$ cat config.mk
export PLATFORM = sky130hd
export DESIGN_NAME = pattern_evt_capture_flat
export DESIGN_NICKNAME = d
export VERILOG_FILES = /design/src/rtl/pattern_evt_capture_pkg.sv /design/src/rtl/pattern_evt_capture_if.sv /design/src/rtl/pattern_evt_capture_fifo.sv /design/src/rtl/pattern_evt_capture.sv /design/src/flat_wrapper.sv
export SDC_FILE = /design/constraint.sdc
export NUM_CORES = 1
export LEC_CHECK = 0
export ABC_AREA = 1
export ABC_CLOCK_PERIOD_IN_PS = 3000
export CORE_ASPECT_RATIO = 0.7
export CORE_MARGIN = 4
export CORE_UTILIZATION = 55
export CTS_BUF_LIST = sky130_fd_sc_hd__clkbuf_8
export DETAILED_ROUTE_END_ITERATION = 8
export GPL_ROUTABILITY_DRIVEN = 0
export PLACE_DENSITY = 0.75
export SETUP_SLACK_MARGIN = 0.2
export SLEW_MARGIN = 20
export SYNTH_ARGS = -nofsm -noshare
export SYNTH_HDL_FRONTEND = slang
export SYNTH_SLANG_ARGS = --single-unit
export TNS_END_PERCENT = 100
$ cat constraint.sdc
create_clock -name blif_clk_net -period 3 [get_ports blif_clk_net]
set_input_delay 0.45 -clock blif_clk_net [delete_from_list [all_inputs] [get_ports blif_clk_net]]
set_output_delay 0.45 -clock blif_clk_net [all_outputs]
set_load 0.1 [all_outputs]
$ cat src/rtl/pattern_evt_capture_pkg.sv
// Shared types and defaults for the pattern event capture block.
// Optional timestamp field in cap_entry_t is controlled by PATTERN_TSTAMP_EN.
package pattern_cap_pkg;

    localparam int CAP_VEC_W  = 8;
    localparam int CAP_DEPTH  = 8;
    localparam int CAP_TS_W   = 16;
    localparam int CAP_DROP_W = 8;
    localparam int PTR_W      = $clog2(CAP_DEPTH);

    typedef enum logic [1:0] {
        IDLE  = 2'd0,
        PRIME = 2'd1,
        RUN   = 2'd2
    } cap_state_e;

    typedef struct packed {
`ifdef PATTERN_TSTAMP_EN
        logic [CAP_TS_W-1:0]  ts;
`endif
        logic [CAP_VEC_W-1:0] vec;
    } cap_entry_t;

endpackage

$ cat src/rtl/pattern_evt_capture_if.sv
// Event stream from pattern_evt_capture to its sink (valid/ready).
// evt_ts exists only when PATTERN_TSTAMP_EN is defined.
interface pattern_evt_capture_if #(
    parameter int VEC_W = 8
`ifdef PATTERN_TSTAMP_EN
    , parameter int TS_W = 16
`endif
);
    logic             evt_valid;
    logic             evt_ready;
    logic [VEC_W-1:0] evt_vec;
`ifdef PATTERN_TSTAMP_EN
    logic [TS_W-1:0]  evt_ts;
`endif

    modport master (
        output evt_valid,
        output evt_vec,
`ifdef PATTERN_TSTAMP_EN
        output evt_ts,
`endif
        input  evt_ready
    );

    modport slave (
        input  evt_valid,
        input  evt_vec,
`ifdef PATTERN_TSTAMP_EN
        input  evt_ts,
`endif
        output evt_ready
    );
endinterface

$ cat src/rtl/pattern_evt_capture_fifo.sv
// Synchronous FIFO for capture events; pointers carry an extra MSB so
// full/empty/level fall out of a plain subtraction.
module pattern_evt_fifo #(
    parameter int W     = 8,
    parameter int DEPTH = 8
) (
    input  logic                   clk,
    input  logic                   rst_n,
    input  logic                   push,
    input  logic [W-1:0]           wdata,
    input  logic                   pop,
    output logic [W-1:0]           rdata,
    output logic                   full,
    output logic                   empty,
    output logic [$clog2(DEPTH):0] level
);
    localparam int AW = $clog2(DEPTH);

    logic [W-1:0] mem [DEPTH];
    logic [AW:0]  wr_ptr, rd_ptr;
    logic         do_push, do_pop;

    assign empty   = (wr_ptr == rd_ptr);
    assign full    = (wr_ptr[AW] != rd_ptr[AW]) && (wr_ptr[AW-1:0] == rd_ptr[AW-1:0]);
    assign do_pop  = pop && !empty;
    // A pop on a full FIFO frees the head slot, which the push then reuses.
    assign do_push = push && (!full || do_pop);
    assign level   = wr_ptr - rd_ptr;
    assign rdata   = mem[rd_ptr[AW-1:0]];

    always_ff @(posedge clk or negedge rst_n) begin
        if (!rst_n) begin
            wr_ptr <= '0;
            rd_ptr <= '0;
            for (int i = 0; i < DEPTH; i++) mem[i] <= '0;
        end else begin
            if (do_push) begin
                mem[wr_ptr[AW-1:0]] <= wdata;
                wr_ptr              <= wr_ptr + (AW+1)'(1);
            end
            if (do_pop) rd_ptr <= rd_ptr + (AW+1)'(1);
        end
    end
endmodule

$ cat src/rtl/pattern_evt_capture.sv
// Samples the pattern vector each clock and queues one event per changed cycle.
// Define PATTERN_TSTAMP_EN to store a free-running timestamp with each event.
module pattern_evt_capture
    import pattern_cap_pkg::*;
#(
    parameter int VEC_W  = CAP_VEC_W,
    parameter int DEPTH  = CAP_DEPTH,
    parameter int TS_W   = CAP_TS_W,
    parameter int DROP_W = CAP_DROP_W
) (
    input  logic                   blif_clk_net,
    input  logic                   blif_reset_net,
    input  logic [VEC_W-1:0]       pat_in,
    input  logic                   cap_en,
    pattern_evt_capture_if.master  evt,
    output logic [$clog2(DEPTH):0] fifo_level,
    output logic                   overflow,
    input  logic                   ovf_clr,
    output logic [DROP_W-1:0]      drop_cnt
);
    if (DEPTH < 2 || (DEPTH & (DEPTH - 1)) != 0) begin : g_bad_depth
        $error("pattern_evt_capture: DEPTH must be a power of two >= 2");
    end
    if (TS_W < 1) begin : g_bad_ts
        $error("pattern_evt_capture: TS_W must be >= 1");
    end

`ifdef PATTERN_TSTAMP_EN
    localparam int ENT_W = VEC_W + TS_W;
`else
    localparam int ENT_W = VEC_W;
`endif

    cap_state_e       state, state_nxt;
    logic [VEC_W-1:0] pat_q, pat_prev;
    logic             push_req, pop, full, empty, drop;
    logic [ENT_W-1:0] wdata, rdata;

    always_ff @(posedge blif_clk_net or negedge blif_reset_net) begin
        if (!blif_reset_net) state <= IDLE;
        else                 state <= state_nxt;
    end

    always_comb begin
        state_nxt = state;
        if (!cap_en) begin
            state_nxt = IDLE;
        end else begin
            case (state)
                IDLE:    state_nxt = PRIME;
                PRIME:   state_nxt = RUN;
                default: state_nxt = RUN;
            endcase
        end
    end

    // PRIME only takes a baseline so a re-enable never compares against a stale vector.
    always_ff @(posedge blif_clk_net or negedge blif_reset_net) begin
        if (!blif_reset_net) begin
            pat_q    <= '0;
            pat_prev <= '0;
        end else begin
            pat_q <= pat_in;
            if (state != IDLE) pat_prev <= pat_q;
        end
    end

    assign push_req = (state == RUN) && (pat_q != pat_prev);
    assign pop      = !empty && evt.evt_ready;
    assign drop     = push_req && full && !pop;

    always_ff @(posedge blif_clk_net or negedge blif_reset_net) begin
        if (!blif_reset_net) begin
            overflow <= 1'b0;
            drop_cnt <= '0;
        end else if (ovf_clr) begin
            overflow <= 1'b0;
            drop_cnt <= '0;
        end else if (drop) begin
            overflow <= 1'b1;
            if (drop_cnt != '1) drop_cnt <= drop_cnt + DROP_W'(1);
        end
    end

`ifdef PATTERN_TSTAMP_EN
    logic [TS_W-1:0] ts_cnt;

    always_ff @(posedge blif_clk_net or negedge blif_reset_net) begin
        if (!blif_reset_net) ts_cnt <= '0;
        else                 ts_cnt <= ts_cnt + TS_W'(1);
    end

    assign wdata      = {ts_cnt, pat_q};
    assign evt.evt_ts = rdata[ENT_W-1:VEC_W];
`else
    assign wdata = pat_q;
`endif

    assign evt.evt_vec   = rdata[VEC_W-1:0];
    assign evt.evt_valid = !empty;

    pattern_evt_fifo #(
        .W     (ENT_W),
        .DEPTH (DEPTH)
    ) u_fifo (
        .clk   (blif_clk_net),
        .rst_n (blif_reset_net),
        .push  (push_req),
        .wdata (wdata),
        .pop   (pop),
        .rdata (rdata),
        .full  (full),
        .empty (empty),
        .level (fifo_level)
    );
endmodule
$ cat src/flat_wrapper.sv
// flat-port wrapper written by rule: the top's interface ports become plain ports
module pattern_evt_capture_flat import pattern_cap_pkg::*;
#(
    parameter int VEC_W  = CAP_VEC_W,
    parameter int DEPTH  = CAP_DEPTH,
    parameter int TS_W   = CAP_TS_W,
    parameter int DROP_W = CAP_DROP_W
)
  (blif_clk_net, blif_reset_net, pat_in, cap_en, fifo_level, overflow, ovf_clr, drop_cnt, evt_evt_valid, evt_evt_vec, evt_evt_ready);
  pattern_evt_capture_if #(.VEC_W(VEC_W)) evt_i ();
  input  logic blif_clk_net;
  input  logic blif_reset_net;
  input  logic [VEC_W-1:0] pat_in;
  input  logic cap_en;
  output logic [$clog2(DEPTH):0] fifo_level;
  output logic overflow;
  input  logic ovf_clr;
  output logic [DROP_W-1:0] drop_cnt;
  output wire logic [$bits(evt_i.evt_valid)-1:0] evt_evt_valid;
  output wire logic [$bits(evt_i.evt_vec)-1:0] evt_evt_vec;
  input wire logic [$bits(evt_i.evt_ready)-1:0] evt_evt_ready;
  assign evt_evt_valid = evt_i.evt_valid;
  assign evt_evt_vec = evt_i.evt_vec;
  assign evt_i.evt_ready = evt_evt_ready;
  pattern_evt_capture #(.VEC_W(VEC_W), .DEPTH(DEPTH), .TS_W(TS_W), .DROP_W(DROP_W)) u_core (.blif_clk_net(blif_clk_net), .blif_reset_net(blif_reset_net), .pat_in(pat_in), .cap_en(cap_en), .evt(evt_i), .fifo_level(fifo_level), .overflow(overflow), .ovf_clr(ovf_clr), .drop_cnt(drop_cnt));
endmodule
Yosys cells after proc, flatten, opt, wreduce, memory -nomap -nowiden:

Index checks and enable logic that the tools add are counted.

* register bits after elaboration: 99
* output and inout port bits: 22
* logic and storage cells: 60

* add/sub/neg operators: 4
* magnitude comparators: 3
* equality and inequality tests: 6
* multiplexer cells: 13
* bitwise gates (word level): 2
* reductions and logical operators: 17

Operators by type and width (number)
* bitwise mux 64 bit: 1
* 2-to-1 mux 8 bit: 6
* binary-select mux 8 bit (select 3 bit): 1
* demux 8 bit (select 3 bit): 1
* adder 4 x 1 -> 4 bit, second input constant: 2
* adder 8 x 1 -> 8 bit, second input constant: 1
* >= comparator 4 bit, second input constant: 2
* logical AND 1 bit: 8
* != test 8 bit: 1
* != test 8 bit, second input constant: 1
* NOT 3 -> 4 bit: 2
* nonzero test 2 bit: 3
* equality test 4 bit: 1
* < comparator 4 x 1 -> 1 bit, second input constant: 1
* 2-to-1 mux 2 bit: 2
* subtractor 4 bit: 1
* equality test 3 bit: 1
* zero test 1 bit: 3
* equality test 2 bit, second input constant: 1
* zero test 2 bit: 1
* 2-to-1 mux 1 bit: 2
* AND reduction 2 bit: 1
* logical OR 1 bit: 1
* != test 1 bit: 1

Longest topological paths before layout:

Gate-level depths: netlist of the first run.

* depth after elaboration: 7
* depth in mapped cells: 13

By module:

Synthesis of the first run repeated with hierarchy kept, for this count alone.

* cells, all modules: 662
* area, all modules: 5253.8 um^2

By module, submodules not included
* pattern_evt_fifo: times used 1, cells an instance 508, area an instance 3943.8 um^2
* pattern_evt_capture: times used 1, cells an instance 154, area an instance 1310.0 um^2

Worst setup path after synthesis of the first run:

No wires, ideal clock.

* path type: register to output
* start point: reg u_core.u_fifo.rd_ptr[2]
* end point: out fifo_level[3]
* arrival: 2749 ps
* setup slack: -199 ps
* stages on the path, launching flop included: 7
* path buffers: 1
* cells stage by stage: dfrtp_1 > clkbuf_1 > inv_2 > ha_1 > nand2_1 > o21ai_0 > xor2_1

* cells in the longest elaborated chain, start to end: 1

Ends and longest elaborated chain
* from (decl): line pattern_evt_capture_fifo.sv:20 `logic [AW:0] wr_ptr, rd_ptr;`
* from (signal assigned): line pattern_evt_capture_fifo.sv:41 `if (do_pop) rd_ptr <= rd_ptr + (AW+1)'(1);`
* subtractor 4 bit: line pattern_evt_capture_fifo.sv:28 `assign level = wr_ptr - rd_ptr;`
* to (decl): line flat_wrapper.sv:15 `output logic [$clog2(DEPTH):0] fifo_level;`

Every way passes these cells.

Final worst setup path of the first run:

* start point: reg u_core.u_fifo.wr_ptr[0]
* end point: out fifo_level[2]

* cells in the longest elaborated chain, start to end: 1

Ends and longest elaborated chain
* from (decl): line pattern_evt_capture_fifo.sv:20
* from (signal assigned): line pattern_evt_capture_fifo.sv:39 `wr_ptr <= wr_ptr + (AW+1)'(1);`
* subtractor 4 bit: line pattern_evt_capture_fifo.sv:28

Every way passes these cells.

==> results of run 1 <==
[Yosys cell counts (6+ instances only)]
master    number  share of area [%]
clkbuf_1      11               0.86
o21ai_1       45                4.7
nor2_1        58                4.5
buf_6          6                1.4
ha_1           6                1.6
xnor2_1        8                1.5
nand2_1      142                 11
nand4_4        7                3.1
o21ai_2       11                2.0
inv_1         25                2.0
o21ai_0       51                5.3
nand3_1       26                2.7
dfrtp_1       99                 52
o22ai_1       16                2.1
[cell families (layout without fill, tap and decap cells)]
| group | after synthesis | count (layout) |
|---|---|---|
| compound gates | 129 | 129 |
| xor+xnor | 13 | 13 |
| fa+ha+maj | 7 | 7 |
| buf+inv | 52 | 87 |
| flops | 99 | 99 |
| simple gates | 247 | 247 |
[layout by cell type, fill, tap and decap left out, types with 2 or more instances in the layout]
cell type and n:
a21oi_1 5, buf_12 13, buf_4 16, clkbuf_8 9, clkdlybuf4s50_1 11, clkinv_4 2
dfrtp_1 98, ha_1 6, inv_1 26, inv_2 5, nand2_1 142, nand2_4 4
nand3_1 26, nand4_1 2, nand4_4 7, nor2_1 58, nor3_1 5, o21ai_0 51
o21ai_1 45, o21ai_2 11, o22ai_1 16, xnor2_1 7, xnor2_2 2, xor2_1 3
[repair_timing]
item / CTS / global route
setup endpoints to repair: 0 / 1
hold endpoints to repair: 17 / 0
setup buffers: 0 / 0
hold buffers: 1 / 0
resized for setup: 0 / 1
[registers in the layout, summed over array words and instances (netlist names)]
signal,flops
u_core.pat_q,8
u_core.u_fifo.wr_ptr,4
u_core.overflow,1
u_core.drop_cnt,8
u_core.u_fifo.mem,64
u_core.state,2
u_core.pat_prev,8
u_core.u_fifo.rd_ptr,4
[per-layer routing]
metal | wire (um) | up-vias | global-route usage [%] | part of all wire [%]
met2 | 4802 | 112 | 34.02 | 44
met3 | 630 | 10 | 5.088 | 5.8
li1 | - | 1884 | - | -
met5 | 0 | - | 0 | 0
met1 | 5268 | 1864 | 33.09 | 49
met4 | 100 | 0 | 6.341 | 0.93
[how the worst min path moves through the flow]
stage	start	slack, ns	endpoint	depth (start not counted)
CTS	u_core.state[1]	0.46	u_core.state[0]	1
finish	u_core.state[1]	0.46	u_core.state[0]	1
floorplan	blif_reset_net	0.15	u_core.drop_cnt[0]	0
global placement	blif_reset_net	0.33	u_core.drop_cnt[4]	1
global route	blif_reset_net	0.48	u_core.u_fifo.mem[42]	2
detailed placement	blif_reset_net	0.33	u_core.drop_cnt[4]	1
[worst reg2reg max path, delay by kind of cell (launching register included)]
family / cells / cell delay [ns]
flip-flops: 1 / 0.48
AND/OR/NAND/NOR: 7 / 1.12
AO/OA/AOI/OAI: 1 / 0.09
buffers and inverters: 1 / 0.17
adder cells (fa/ha/maj): 1 / 0.31
[through the flow]
stage	area [um2]	setup WS (ns)	hold slack (ns)	utilization, %	instances
floorplan	4823	0.2263	0.1544	-	547
global placement	5309	0.7383	0.3348	62.62	685
detailed placement	5309	0.6407	0.3343	62.62	685
CTS	5519	0.3015	0.4594	65.10	702
global route	5520	0.2663	0.4813	65.11	702
finish	5520	0.4144	0.4603	65.11	702
[layout make-up]
type | instances | area, um2 | area share (%)
Sequential cell | 99 | 2479 | 44.90
Multi-Input combinational cell | 396 | 2078 | 37.65
Timing Repair Buffer | 41 | 500.5 | 9.066
Tap cell | 120 | 150.1 | 2.720
Clock buffer | 9 | 123.9 | 2.244
Inverter | 30 | 112.6 | 2.040
Clock inverter | 7 | 76.32 | 1.383
==> flow_summary_export.csv, run 1 <==
group,metric,value,unit
setup_path,critPathLaunchType,"flop",
timing,finalHoldViolations,0,
timing,max-slew-margin-rel,40.93,%
grt,grt_antenna_before_repair,0,
synthesis,ys_seq_elements,99,
synthesis,syn_inst,547,
detailed_routing,first_pass_iters,6,
synthesis,ys.flop_type,"dfrtp_1",
synthesis,synth_top_family_by_area,"simple AND/OR/NAND/NOR gates",
synthesis,synth-simple-area-share,23.65,%
grt,grt_pass1_wl,18.17,mm
detailed_routing,routedWlPerCell,15.39,um
clock_network,cts_root_buf,"clkbuf_8",
synthesis,synth_adder_area_share,1.978,%
floorplan,row_count,28,
grt,grt_pass1_vias,3578,
clock_network,clock_sinks,99,
synthesis,syn_avg_cell_area,8.790,um2
timing,rsz0062_at_grt,"no",
layout,syn2layout_area_growth,14.81,%
layout,fill_cells,719,
setup_path,cp_top_family,"adder cells",
synthesis,yosys_warnings,0,
setup_path,cp_cell_sequence,"inv_1 -> ha_1 -> fa_1 -> xnor2_2 -> buf_12",
setup_path,crit_arrival,2.14,ns
synthesis,async_reset_ff_share,100.0,%
clock_network,clock_latency,0.37,ns
setup_path,cp-startpoint,"u_core.u_fifo.wr_ptr[0]",
status,outcome,"completed",
grt,grt_max_degree,83,
setup_path,r2r_cells,10,
setup_path,critPathMaxStageDelay,0.48,ns
detailed_routing,drt_wl_total,10.80,mm
detailed_routing,ant_nets,0,
flow_run,maxCapViolations,0,
synthesis,synthXorXnorAreaFrac,2.524,%
placement,io_buffers,34,
synthesis,synthDistinctLibCells,29,
synthesis,synth_compound_area_share,14.75,%
setup_path,r2r_start,"u_core.u_fifo.rd_ptr[2]",
detailed_routing,drc_errors,0,
clock_network,cts_buffers,9,
timing,setup_tns,0,ns
synthesis,syn_nets,567,
grt,track_usage,22.52,%
floorplan,core_region_area,8478,um2
clock_network,cts_tree,"done",
setup_path,crit_buf_inv,2,
synthesis,synth_edf_count,0,
clock_network,clkTransAtPathRegs,0.09,ns
synthesis,syn_area,4808,um2
setup_path,crit_slowest_cell,"dfrtp_1",
timing,setup_viol,0,
setup_path,cp_num_cells,5,
timing,maxSlewViolCount,0,
setup_path,crit_path_end,"fifo_level[2]",
setup_path,crit_type,"reg -> out",
floorplan,fp.dieH,86.23,um
clock_network,cts_htree_levels,3,
timing,fmax,386.8,MHz
timing,finClkSkew,0.007534,ns
setup_path,end_kind,"primary output",
floorplan,die_w,119.8,um
timing,layout_min_cycle_time,2.586,ns
floorplan,ios,35,
detailed_routing,drtIter0Drc,370,
floorplan,dieArea,10330,um2
layout,nNetsFinal,597,
detailed_routing,via_per_inst,5.513,
clock_network,cts_buffer_depth,2,
grt,grt_overflow,0,
setup_path,r2r_end,"u_core.u_fifo.mem[19]",
timing,tightestPinTransition,0.8828,ns
timing,finalCritPeriodShare,86.19,%
hold_path,holdCritPathClass,"reg -> reg",
synthesis,yosys-mux-area-fraction,0,%
synthesis,seq_area_frac_synth,51.52,%
setup_path,critPathRequiredTime,2.55,ns
layout,insertedDiodeCount,0,
placement,dp_hpwl,7.480,mm
floorplan,start_util,56.71,%
setup_path,r2r_slack,0.71,ns
setup_path,critPathMaxFanout,7,
layout,final_layout_size_suffix_gt1_share,13.23,%
detailed_routing,vias,3870,
Power of run 1 is left out: the tool's default activity adds up to more than one toggle a clock period on the data nets, which glitch-free logic cannot reach.
==> run 2, diff against run 1 <==
--- a/config.mk
+++ b/config.mk
@@ -9,11 +9,10 @@
 export ABC_CLOCK_PERIOD_IN_PS = 3000
 export CORE_ASPECT_RATIO = 0.7
 export CORE_MARGIN = 4
-export CORE_UTILIZATION = 55
-export CTS_BUF_LIST = sky130_fd_sc_hd__clkbuf_8
+export CORE_UTILIZATION = 36
+export CTS_BUF_LIST = sky130_fd_sc_hd__clkbuf_16
 export DETAILED_ROUTE_END_ITERATION = 8
 export GPL_ROUTABILITY_DRIVEN = 0
-export PLACE_DENSITY = 0.75
 export SETUP_SLACK_MARGIN = 0.2
 export SLEW_MARGIN = 20
 export SYNTH_ARGS = -nofsm -noshare
==> flow_summary_export.csv, run 2 (synthesis results as in run 1) <==
group,metric,value,unit
clock_network,ctsResizeCount,0,
timing,finalCritPeriodShare,85.24,%
timing,layout_setup_ws,0.4428,ns
placement,io_buffers,34,
timing,maxSlewViolCount,0,
setup_path,critPathLaunchType,"flop",
detailed_routing,first_pass_iters,5,
floorplan,die_w,146.1,um
layout,layout_commonest_cell,"nand2_1",
clock_network,clock_sinks,99,
setup_path,crit_path_end,"fifo_level[3]",
layout,largest_register_ffs,64,
grt,grt_antenna_before_repair,0,
timing,finClkSkew,0.007209,ns
setup_path,r2r_slack,0.52,ns
timing,fmax,391.0,MHz
clock_network,post_cts_buffers,0,
flow_run,maxCapViolations,0,
setup_path,critPathMaxStageDelay,0.51,ns
setup_path,r2r_cells,9,
timing,max-slew-margin-rel,39.46,%
detailed_routing,drt_wl_total,11.63,mm
clock_network,clock_latency,0.34,ns
clock_network,cts_buffers,9,
placement,dp_slack,0.5317,ns
layout,nNetsFinal,596,
floorplan,core_region_area,13090,um2
floorplan,ios,35,
detailed_routing,ant_nets,0,
grt,grt_overflow,0,
placement,dp_hpwl,7.755,mm
detailed_routing,vias,3844,
layout,utilization,43.10,%
timing,layout_min_cycle_time,2.557,ns
setup_path,r2r_end,"u_core.drop_cnt[2]",
setup_path,critPathMaxFanout,10,
detailed_routing,drc_errors,0,
detailed_routing,drtIter0Drc,313,
timing,setup_tns,0,ns
grt,grt_max_degree,51,
clock_network,cts_root_buf,"clkbuf_16",
grt,grt_pass1_wl,18.91,mm
layout,stdcell_count,747,
hold_path,holdCritPathClass,"in -> async",
timing,setup_viol,0,
layout,top_register,"u_core.u_fifo.mem",
floorplan,row_count,35,
timing,tightestPinTransition,0.9047,ns
timing,finalHoldViolations,0,
setup_path,crit_arrival,2.11,ns
clock_network,cts_tree,"done",
clock_network,cts_buffer_depth,2,
floorplan,dieArea,15300,um2
grt,track_usage,15.56,%
setup_path,cp_num_cells,6,
clock_network,clkTransAtPathRegs,0.07,ns
detailed_routing,via_per_inst,5.146,
setup_path,crit_slowest_cell,"dfrtp_1",
status,outcome,"completed",
floorplan,start_util,36.72,%
setup_path,cp-startpoint,"u_core.u_fifo.rd_ptr[2]",
layout,layout_common_cells,"142 x nand2_1, 99 x dfrtp_1, 58 x nor2_1, 50 x o21ai_0, 46 x o21ai_1",
layout,final_layout_size_suffix_gt1_share,13.08,%
setup_path,crit_buf_inv,2,
clock_network,cts_htree_levels,3,
setup_path,cp_cell_sequence,"inv_2 -> ha_1 -> nand2_1 -> o21ai_1 -> xor2_2 -> buf_12",
setup_path,crit_type,"reg -> out",
placement,placedCellCount,731,
setup_path,critPathRequiredTime,2.55,ns
layout,syn2layout_area_growth,17.36,%
grt,grt_pass1_vias,3538,
detailed_routing,routedWlPerCell,15.56,um
setup_path,r2r_start,"u_core.u_fifo.rd_ptr[2]",
setup_path,end_kind,"primary output",
timing,rsz0062_at_grt,"no",
floorplan,fp.dieH,104.7,um
setup_path,cp_top_family,"flip-flops",
layout,insertedDiodeCount,0,
clock_network,cts.hold.buffers_added,0,
run 2: per-stage QoR:
| stage | cell area [um2] | hold WS (ns) |
|---|---|---|
| floorplan | 4823 | 0.1544 |
| global placement | 5366 | 0.4385 |
| detailed placement | 5366 | 0.4532 |
| CTS | 5643 | 0.1650 |
| global route | 5643 | 0.2099 |
| finish | 5643 | 0.1403 |
run 2: layout make-up:
| cell class | count | area (um2) |
|---|---|---|
| Fill cell | 1249 | 7451 |
| Sequential cell | 99 | 2477 |
| Multi-Input combinational cell | 396 | 2078 |
| Timing Repair Buffer | 40 | 490.5 |
| Clock buffer | 9 | 225.2 |
| Tap cell | 166 | 207.7 |
| Inverter | 30 | 112.6 |
| Clock inverter | 7 | 51.30 |
run 2: per-layer routing:
| metal | track usage [%] | wire length, um | vias to the layer above |
|---|---|---|---|
| li1 | - | - | 1878 |
| met1 | 23.98 | 5971 | 1852 |
| met2 | 21.62 | 4997 | 105 |
| met3 | 3.728 | 544 | 9 |
| met4 | 4.295 | 112 | 0 |
| met5 | 0 | 0 | - |
run 2: how the worst min path moves through the flow:
stage / from / to / slack, ns / cells past startpoint
floorplan: blif_reset_net / u_core.drop_cnt[0] / 0.15 / 0
global route: blif_reset_net / u_core.u_fifo.wr_ptr[1] / 0.21 / 1
detailed placement: u_core.state[1] / u_core.state[0] / 0.45 / 1
finish: blif_reset_net / u_core.u_fifo.mem[56] / 0.14 / 1
CTS: blif_reset_net / u_core.u_fifo.mem[32] / 0.16 / 1
global placement: u_core.state[1] / u_core.state[0] / 0.44 / 1
run 2: worst register-to-register path: stages (launching register included):
cell     delay [ns]
dfrtp_1        0.51
inv_2          0.16
ha_1           0.39
nand2_1        0.10
nor2_2         0.16
inv_1          0.07
nor3_1         0.34
nand4_1        0.40
nand3_1        0.19
nand2_1        0.07
Power of run 2 is left out for the same reason.
==> run 3, diff against run 2 <==
--- a/config.mk
+++ b/config.mk
@@ -9,11 +9,12 @@
 export ABC_CLOCK_PERIOD_IN_PS = 3000
 export CORE_ASPECT_RATIO = 0.7
 export CORE_MARGIN = 4
-export CORE_UTILIZATION = 36
+export CORE_UTILIZATION = 40
 export CTS_BUF_LIST = sky130_fd_sc_hd__clkbuf_16
 export DETAILED_ROUTE_END_ITERATION = 8
 export GPL_ROUTABILITY_DRIVEN = 0
 export SETUP_SLACK_MARGIN = 0.2
+export SKIP_CTS_REPAIR_TIMING = 1
 export SLEW_MARGIN = 20
 export SYNTH_ARGS = -nofsm -noshare
 export SYNTH_HDL_FRONTEND = slang
==> flow_summary_export.csv, run 3 (synthesis results as in run 1) <==
group,metric,value,unit
status,outcome,"completed",
grt,grt_antenna_before_repair,0,
grt,track_usage,17.64,%
floorplan,start_util,41.01,%
clock_network,cts_root_buf,"clkbuf_16",
layout,layout_common_cells,"142 x nand2_1, 99 x dfrtp_1, 58 x nor2_1, 51 x o21ai_0, 45 x o21ai_1",
timing,finalHoldViolations,0,
timing,rsz0062_at_grt,"no",
clock_network,cts_buffer_depth,2,
clock_network,clock_sinks,99,
layout,layout_commonest_cell,"nand2_1",
setup_path,r2r_end,"u_core.drop_cnt[2]",
power,p_total,7.683,mW
layout,final_layout_size_suffix_gt1_share,13.33,%
setup_path,crit_arrival,2.06,ns
detailed_routing,drt_wl_total,11.45,mm
placement,dp_hpwl,7.679,mm
power,p_leak,2.678,nW
detailed_routing,first_pass_iters,4,
layout,stdcell_count,742,
detailed_routing,routedWlPerCell,15.43,um
setup_path,end_kind,"primary output",
timing,finalCritPeriodShare,83.78,%
layout,utilization,48.77,%
clock_network,clock_latency,0.35,ns
detailed_routing,vias,3792,
power,ir_drop,1.324,mV
detailed_routing,ant_nets,0,
detailed_routing,via_per_inst,5.111,
power,power_density,1343,nW/um2
setup_path,r2r_start,"u_core.u_fifo.wr_ptr[0]",
hold_path,holdCritPathClass,"in -> async",
setup_path,r2r_cells,9,
floorplan,row_count,33,
placement,placedCellCount,726,
grt,grt_max_degree,43,
setup_path,crit_type,"reg -> out",
grt,grt_pass1_wl,19.57,mm
floorplan,ios,35,
timing,maxSlewViolCount,0,
setup_path,critPathRequiredTime,2.55,ns
clock_network,cts_buffers,9,
layout,insertedDiodeCount,0,
setup_path,critPathMaxFanout,7,
detailed_routing,drtIter0Drc,290,
setup_path,critPathLaunchType,"flop",
layout,syn2layout_area_growth,18.94,%
timing,setup_tns,0,ns
clock_network,cts_htree_levels,3,
timing,layout_min_cycle_time,2.514,ns
clock_network,cts_tree,"done",
floorplan,fp.dieH,99.73,um
timing,max-slew-margin-rel,39.28,%
grt,grt_overflow,0,
timing,finClkSkew,0.01010,ns
layout,top_register,"u_core.u_fifo.mem",
floorplan,dieArea,13870,um2
flow_run,maxCapViolations,0,
clock_network,clkTransAtPathRegs,0.06,ns
grt,grt_pass1_vias,3833,
setup_path,r2r_slack,0.63,ns
detailed_routing,drc_errors,0,
timing,setup_viol,0,
floorplan,die_w,139.0,um
timing,fmax,397.8,MHz
setup_path,cp-startpoint,"u_core.u_fifo.wr_ptr[0]",
timing,tightestPinTransition,0.9074,ns
layout,nNetsFinal,600,
placement,io_buffers,34,
floorplan,core_region_area,11730,um2
layout,largest_register_ffs,64,
setup_path,crit_path_end,"fifo_level[2]",
[run 3: cell count changes in the layout (fill, tap and decap cells not counted), sizes merged]
cell and change:
bufinv +3, buf +4, clkinv -3
[run 3: metrics by stage]
| stage | cell area, um2 | hold WS [ns] | setup WS, ns |
|---|---|---|---|
| 5_1_grt | 5719 | 0.1282 | 0.3977 |
| 3_3_place_gp | 5385 | 0.4433 | 0.7597 |
| 6_report | 5719 | 0.08913 | 0.4865 |
| 4_1_cts | 5719 | 0.1141 | 0.4612 |
| 2_1_floorplan | 4823 | 0.1544 | 0.2263 |
| 3_5_place_dp | 5385 | 0.4509 | 0.6929 |
[run 3: cell type report]
type	instances	area [um2]
fillers	1127	6007
flip-flops and latches	99	2477
multi-input cells	396	2078
repair buffers	44	520.5
clock buffers	9	225.2
well taps	157	196.4
inverters	30	112.6
clock inverters	7	108.9
[run 3: where the power goes]
group,internal (mW),switching (mW),total (mW)
registers,1.77,0.287,2.06
logic,1.45,2.87,4.32
clock network,0.806,0.492,1.30
[run 3: worst min-delay path by stage]
stage	start	end	slack, ns	cells after the start
2_1_floorplan	blif_reset_net	u_core.drop_cnt[0]	0.15	0
3_3_place_gp	u_core.state[1]	u_core.state[0]	0.44	1
3_5_place_dp	u_core.state[1]	u_core.state[0]	0.45	1
4_1_cts	blif_reset_net	u_core.drop_cnt[2]	0.11	1
5_1_grt	blif_reset_net	u_core.drop_cnt[2]	0.13	1
6_report	blif_reset_net	u_core.drop_cnt[2]	0.09	1
[run 3: worst max-delay path, stage by stage (launching register included)]
cell and delay [ns]:
dfrtp_1 0.46, inv_1 0.15, ha_1 0.25, fa_1 0.42, xnor2_2 0.23, buf_12 0.20
[run 3: layer usage]
layer  global-route usage (%)  vias to the layer above  wire length (um)
met5                        0                        -                 0
met4                    6.992                        0               262
met3                    4.277                       18               531
met2                    27.42                       92              5253
met1                    23.99                     1801              5405
li1                         -                     1881                 -
(Power assumes the default switching activity.)
